`src/rtl/traffic_lamp_ctrl.sv`:
```
// Lamp, countdown and pedestrian-walk controller fed by the traffic-light sequencer.
// Watches the count/state sequence and falls back to flashing yellow on any illegal step.
module traffic_lamp_ctrl #(
  parameter int unsigned GREEN_LEN  = 25,
  parameter int unsigned YELLOW_LEN = 3,
  parameter int unsigned RED_LEN    = 14,
  parameter int unsigned WALK_CLEAR = 3,
  parameter int unsigned BLINK_DIV  = 8
) (
  input  logic       clk,
  input  logic       reset,
  input  logic [5:0] count,
  input  logic [1:0] state,
  input  logic       ped_btn,
  output logic       lamp_g,
  output logic       lamp_y,
  output logic       lamp_r,
  output logic       walk,
  output logic       ped_wait,
  output logic [3:0] remain_tens,
  output logic [3:0] remain_ones,
  output logic       fault
);

  localparam int unsigned Period = GREEN_LEN + YELLOW_LEN + RED_LEN;
  localparam logic [5:0] YellowStart = 6'(GREEN_LEN);
  localparam logic [5:0] RedStart    = 6'(GREEN_LEN + YELLOW_LEN);
  localparam logic [5:0] PeriodLen   = 6'(Period);
  localparam logic [5:0] LastCount   = 6'(Period - 1);
  localparam logic [5:0] WalkLast    = 6'(Period - 1 - WALK_CLEAR);
  localparam int unsigned BlinkW = (BLINK_DIV > 1) ? $clog2(BLINK_DIV) : 1;
  localparam logic [BlinkW-1:0] BlinkLast = BlinkW'(BLINK_DIV - 1);

  localparam logic [1:0] PhS0     = 2'd0;
  localparam logic [1:0] PhGreen  = 2'd1;
  localparam logic [1:0] PhYellow = 2'd2;
  localparam logic [1:0] PhRed    = 2'd3;

  typedef enum logic [1:0] {StIdle, StRun, StFault} fsm_e;

  fsm_e              fsm_q, fsm_d;
  logic [5:0]        count_q, prev_count_q;
  logic [1:0]        state_q, prev_state_q;
  logic              btn_q, btn_qq, press_q;
  logic              walk_grant_q, walk_grant_d;
  logic              ped_wait_d;
  logic [BlinkW-1:0] blink_cnt_q, blink_cnt_d;
  logic              blink_on_q, blink_on_d;

  logic [1:0] phase_exp;
  logic [5:0] next_count;
  logic       seq_err;
  logic       red_entry;
  logic [5:0] remain;
  logic [3:0] tens_d, ones_d;
  logic       lamp_g_d, lamp_y_d, lamp_r_d, walk_d;

  // Sequence legality of the current registered sample.
  always_comb begin
    if (count_q < YellowStart) begin
      phase_exp = PhGreen;
    end else if (count_q < RedStart) begin
      phase_exp = PhYellow;
    end else begin
      phase_exp = PhRed;
    end
    next_count = (prev_count_q == LastCount) ? 6'd0 : prev_count_q + 6'd1;
    seq_err    = (count_q > LastCount) || (state_q != phase_exp) || (count_q != next_count);
  end

  always_comb begin
    fsm_d = fsm_q;
    case (fsm_q)
      StIdle: if (state_q == PhGreen && count_q == 6'd0) fsm_d = StRun;
      StRun: begin
        if (state_q == PhS0) begin
          fsm_d = StIdle;
        end else if (seq_err) begin
          fsm_d = StFault;
        end
      end
      StFault: fsm_d = StFault;
      default: fsm_d = StIdle;
    endcase
  end

  // Blink phase restarts "on" at every fault entry.
  always_comb begin
    blink_cnt_d = '0;
    blink_on_d  = 1'b0;
    if (fsm_d == StFault) begin
      if (fsm_q != StFault) begin
        blink_on_d = 1'b1;
      end else if (blink_cnt_q == BlinkLast) begin
        blink_on_d = ~blink_on_q;
      end else begin
        blink_cnt_d = blink_cnt_q + 1'b1;
        blink_on_d  = blink_on_q;
      end
    end
  end

  always_comb begin
    remain = 6'd0;
    if (fsm_d == StRun) begin
      case (state_q)
        PhGreen:  remain = YellowStart - count_q;
        PhYellow: remain = RedStart - count_q;
        PhRed:    remain = PeriodLen - count_q;
        default:  remain = 6'd0;
      endcase
    end
    if (remain >= 6'd60) begin
      tens_d = 4'd6;
    end else if (remain >= 6'd50) begin
      tens_d = 4'd5;
    end else if (remain >= 6'd40) begin
      tens_d = 4'd4;
    end else if (remain >= 6'd30) begin
      tens_d = 4'd3;
    end else if (remain >= 6'd20) begin
      tens_d = 4'd2;
    end else if (remain >= 6'd10) begin
      tens_d = 4'd1;
    end else begin
      tens_d = 4'd0;
    end
    // Low nibble minus 10*tens, modulo 16, is exactly the ones digit.
    ones_d = remain[3:0] - ({tens_d[0], 3'b000} + {tens_d[2:0], 1'b0});
  end

  assign red_entry = (state_q == PhRed) && (prev_state_q != PhRed);

  // A pending request is granted before a coincident new press is considered.
  always_comb begin
    ped_wait_d   = ped_wait;
    walk_grant_d = walk_grant_q;
    if (fsm_d == StFault) begin
      ped_wait_d   = 1'b0;
      walk_grant_d = 1'b0;
    end else begin
      if (state_q != PhRed || fsm_d != StRun) walk_grant_d = 1'b0;
      if (fsm_d == StRun && red_entry && ped_wait) begin
        walk_grant_d = 1'b1;
        ped_wait_d   = 1'b0;
      end else if (press_q && !walk_grant_q) begin
        ped_wait_d = 1'b1;
      end
    end
    walk_d = walk_grant_d && (fsm_d == StRun) && (count_q <= WalkLast);
  end

  always_comb begin
    lamp_g_d = 1'b0;
    lamp_y_d = 1'b0;
    lamp_r_d = 1'b0;
    case (fsm_d)
      StRun: begin
        lamp_g_d = (state_q == PhGreen);
        lamp_y_d = (state_q == PhYellow);
        lamp_r_d = (state_q == PhRed);
      end
      StFault: lamp_y_d = blink_on_d;
      default: lamp_r_d = 1'b1;
    endcase
  end

  always_ff @(posedge clk) begin
    if (!reset) begin
      fsm_q        <= StIdle;
      count_q      <= 6'd0;
      prev_count_q <= 6'd0;
      state_q      <= PhS0;
      prev_state_q <= PhS0;
      btn_q        <= 1'b0;
      btn_qq       <= 1'b0;
      press_q      <= 1'b0;
      walk_grant_q <= 1'b0;
      blink_cnt_q  <= '0;
      blink_on_q   <= 1'b0;
      lamp_g       <= 1'b0;
      lamp_y       <= 1'b0;
      lamp_r       <= 1'b1;
      walk         <= 1'b0;
      ped_wait     <= 1'b0;
      remain_tens  <= 4'd0;
      remain_ones  <= 4'd0;
      fault        <= 1'b0;
    end else begin
      fsm_q        <= fsm_d;
      count_q      <= count;
      prev_count_q <= count_q;
      state_q      <= state;
      prev_state_q <= state_q;
      btn_q        <= ped_btn;
      btn_qq       <= btn_q;
      press_q      <= btn_q & ~btn_qq;
      walk_grant_q <= walk_grant_d;
      blink_cnt_q  <= blink_cnt_d;
      blink_on_q   <= blink_on_d;
      lamp_g       <= lamp_g_d;
      lamp_y       <= lamp_y_d;
      lamp_r       <= lamp_r_d;
      walk         <= walk_d;
      ped_wait     <= ped_wait_d;
      remain_tens  <= tens_d;
      remain_ones  <= ones_d;
      fault        <= (fsm_d == StFault);
    end
  end

endmodule

```
`config.mk`:
```
export PLATFORM = sky130hd
export DESIGN_NAME = traffic_lamp_ctrl
export DESIGN_NICKNAME = d
export VERILOG_FILES = /design/src/rtl/traffic_lamp_ctrl.sv
export SDC_FILE = /design/constraint.sdc
export NUM_CORES = 1
export LEC_CHECK = 0
export BUFFER_PORTS_ARGS = -buffer_cell sky130_fd_sc_hd__buf_2
export CAP_MARGIN = 25
export CELL_PAD_IN_SITES_DETAIL_PLACEMENT = 0
export CELL_PAD_IN_SITES_GLOBAL_PLACEMENT = 1
export CORE_ASPECT_RATIO = 0.7
export CORE_UTILIZATION = 40
export CTS_BUF_LIST = sky130_fd_sc_hd__clkbuf_16
export CTS_CLUSTER_SIZE = 10
export DETAILED_ROUTE_END_ITERATION = 16
export GPL_TIMING_DRIVEN = 0
export PLACE_DENSITY_LB_ADDON = 0.1
export SLEW_MARGIN = 20
export SYNTH_ARGS = -nofsm -noshare
export SYNTH_HDL_FRONTEND = slang
export SYNTH_SLANG_ARGS = --single-unit
```
`constraint.sdc`:
```
create_clock -name clk -period 4 [get_ports clk]
set_input_delay 1.2 -clock clk [delete_from_list [all_inputs] [get_ports clk]]
set_output_delay 1.2 -clock clk [all_outputs]
set_load 0.05 [all_outputs]
```
==> results.md <==
* Sw Pwr at 0.2430 mW
* Post-synth top area cell: dfxtp_1
* Compound-Gate Fraction of Synth Area at 15.26%
* FFs w/ async S/R, synth at 0%
* Pleak at roughly 1.2 nW
* Full die area at 0.006029 mm²
* Max-slew headroom at 61.47%
* Top cells by area, synth: dfxtp_1 34%, ha_1 9.3%, and2_1 7.1%, xnor2_1 5.0%, nand2_1 3.0%
* Max stage delay on crit path at ~0.38 ns
* Row count at 22
* Largest family of logic cells by synthesized area: simple AND/OR/NAND/NOR gates
* Drt pass-1 iters at 4
* Clk_skew at about 0.0030 ns
* Worst path cell trace: ha_1, nand2_2, nor3_4, or3_4, nand4_1, a211oi_2, nand2_1, a21oi_2, ha_2, buf_6, clkinvlp_4, o31a_1, o21ai_1, nand4_1, a31o_2, a22oi_2, ha_1, xnor2_1, and2_1
* Peak supply drop at 0.1465 mV
* Clock sink total at 39
* Post-synth top area share at approximately 34%
* Seq pwr share at 44.4%
* CP max FO at 8
* Clk buf depth at 2
* Busiest grt layer: met2
* Period utilization at around 95%
* Prevailing post-synth register cell: dfxtp_1
* CP Data Required Time at 4.18 ns
* Fraction of the mapped netlist area in simple logic gates at 26.59%
* Netlist Area Pre-Place at about 0.0023 mm²
* Post-Synth Adder-Cell Area at approximately a tenth
* Final WL at just over 5000 µm
* CTS Buf Count at 5
* Final Hold Fails at 0
* Clock latency on the worst-skew pair at 0.28 ns
* Final Power at between 0.9 and 1 mW
* Die W at ~92 µm
* Outcome: completed
* Mapped Cells at 253
* # fillers at a little over 500
* Share of layout cells above drive strength 1 at between 20% and 30%
* Max frequency at 262.4 MHz
* Commonest cells post-synth: 39 x dfxtp_1, 26 x and2_1, 18 x nand2_1
* Vias in the first global route at roughly 1800
* DP Wirelength at between 3000 and 4000 µm
* Slew at the pin closest to its max-slew limit at approximately 0.58 ns
* Antenna violations before repair at 0
* Post-DR wirelength/cell at around 14 µm
* Yosys Warn Count at 0
* Drt drc at 0
* Netlist cell types at 57
* Number of DRC markers in iteration 0 at between 100 and 150
* Pint at 0.6802 mW
* Fin. max-slew vios at 0
* EDFF count, synth at 0
* Synth Register Bits at 39
* P&R area growth vs syn at 23.52%
* Vias per cell at 5.055
* Top-count cell post-synth: dfxtp_1
* CP max stage cell: dfxtp_4
* Final Setup Violations at 0
* Die height at 65.27 µm
* Clk pwr share at 42.0%
* GP Congestion at 0.8275
* Total Routing Usage GR at between 10% and 20%
* CP Class: flip-flop to flip-flop
* Worst EP arrival at 3.99 ns
* Via count at 1850
* Hold Slack at between 0.3 and 0.4 ns
* Final #Nets at 321
* Met3 Use GR at 4.167%
* Worst Hold Class: flip-flop to flip-flop
* Mean Syn Cell Area at about 9.0 µm²
* Largest net degree at the start of global routing at 13
* Antenna diode count at 0
* CTS root buffer: clkbuf_16
* Syn Nets at around 280
* Gate power share at a little over an eighth
* GR met1 Demand/Resource at 26.20%
* CTS tree: built
* Total gr overflow at 0
* Port Buffer Count at 23
* Mux share of post-synthesis cell area at 1.751%
* First-pass GRT wire length at 8521 µm
* Met2 usage at 26.94%
* Crit. End Element: flip-flop
* Sequential fraction of the synthesis area at 34.14%
* Placeable Area at roughly 0.0054 mm²
* CTS clk-pin slew, worst paths at 0.06 ns
* Sw frac at a little over a quarter
* Post-route antenna net violation count at 0
* Tmin final at 3.811 ns
* Critical Path Source Type: flip-flop
* I/O pin cnt at 25
* H-tree depth at 2
* PwrDens at 326.8 mW/mm²
* Max-Cap Viols at 0
* Post-Synth XOR/XNOR Area at 7.549%
* Starting density of the core at between 40% and 50%
* Hold_buf cts at 0
power by group through the flow:
stage	Sequential, mW	Clock [mW]	Combinational, mW
finish	0.410	0.388	0.125
global route	0.412	0.413	0.139
CTS	0.409	0.399	0.119
detailed placement	0.417	0	0.114
global placement	0.416	0	0.114
floorplan	0.419	0	0.0830
cell families (layout without fill, tap and decap cells):
kind of cell	Yosys count	count (layout)
other	1	1
multiplexers	4	4
AO/OA/AOI/OAI	44	44
adder cells (fa/ha/maj)	18	18
XOR/XNOR	18	18
AND/OR/NAND/NOR	104	104
buffers and inverters	25	66
flip-flops	39	39
registers in the layout, indices dropped and copies added, names as in the netlist, 2 cells and up:
name / count
count_q: 6
prev_count_q: 6
remain_ones: 4
blink_cnt_q: 3
remain_tens: 3
fsm_q: 2
prev_state_q: 2
state_q: 2
cell type report:
| type | instances | area (µm²) | area share [%] |
|---|---|---|---|
| Sequential cell | 39 | 793.3 | 28.08 |
| Timing Repair Buffer | 34 | 201.4 | 7.130 |
| Tap cell | 72 | 90.09 | 3.189 |
| Clock inverter | 3 | 16.27 | 0.5757 |
| Multi-Input combinational cell | 189 | 1480 | 52.39 |
| Clock buffer | 5 | 125.1 | 4.429 |
| Inverter | 12 | 51.30 | 1.816 |
| Buffer | 12 | 67.56 | 2.391 |
worst paths after layout:
path	start	end	slack [ns]	cells after the start
max reg2reg	prev_count_q[0]	remain_ones[2]	0.19	19
min	btn_qq	press_q	0.39	1
max	prev_count_q[0]	remain_ones[2]	0.19	19
min reg2reg	btn_qq	press_q	0.39	1
layout by cell type (no fill, tap or decap), types with 3 or more instances in the layout:
| master | n |
|---|---|
| nor3_1 | 4 |
| nor2_1 | 7 |
| xor2_1 | 4 |
| nor3b_1 | 3 |
| mux2i_1 | 4 |
| nand4_1 | 4 |
| nor4_1 | 3 |
| o21ai_0 | 7 |
| a21oi_1 | 3 |
| inv_1 | 10 |
| nand3_1 | 7 |
| clkbuf_1 | 3 |
| xnor2_1 | 13 |
| buf_4 | 12 |
| clkbuf_16 | 5 |
| and2_1 | 25 |
| o21ai_1 | 5 |
| dfxtp_1 | 33 |
| nand2b_1 | 4 |
| nor2b_1 | 8 |
| ha_1 | 14 |
| buf_2 | 29 |
| and3_1 | 3 |
| dfxtp_2 | 4 |
| nand2_1 | 15 |
| nand3b_1 | 4 |
| nand2_2 | 3 |
per-layer routing:
metal	up-vias	part of all wire [%]	wire, µm
li1	953	-	-
met1	850	54	2746
met2	40	40	2023
met3	7	4.8	246
met4	0	1.3	65
met5	-	0	0
worst max-delay path: cells and delay by family (launching register included):
family                     cells  cell delay, ns
buffers and inverters          2            0.27
and+or+nand+nor                7            1.01
DFF                            1            0.38
adders and majority gates      3            0.56
AOI/OAI and AO/OA              6            1.44
xor gates and xnor gates       1            0.06
metrics by stage:
stage               setup WS [ns]  utilization (%)  instances  instance area, µm²  TNS (ns)
floorplan                  0.2202                -        253                2287         0
global placement          -0.6099            46.43        348                2492    -2.097
detailed placement        -0.5385            46.43        348                2492    -1.751
CTS                       0.01594            50.19        359                2694         0
global route             -0.05444            52.63        366                2825  -0.09367
finish                     0.1893            52.63        366                2825         0
what timing repair did:
action / in CTS / in global routing
pin swaps: 4 / 13
resized for setup: 11 / 24
endpoints found under the hold margin: 0 / 0
setup endpoints to repair: 5 / 3
setup buffers: 3 / 8
Note: power is estimated with default switching activity, not from simulation.
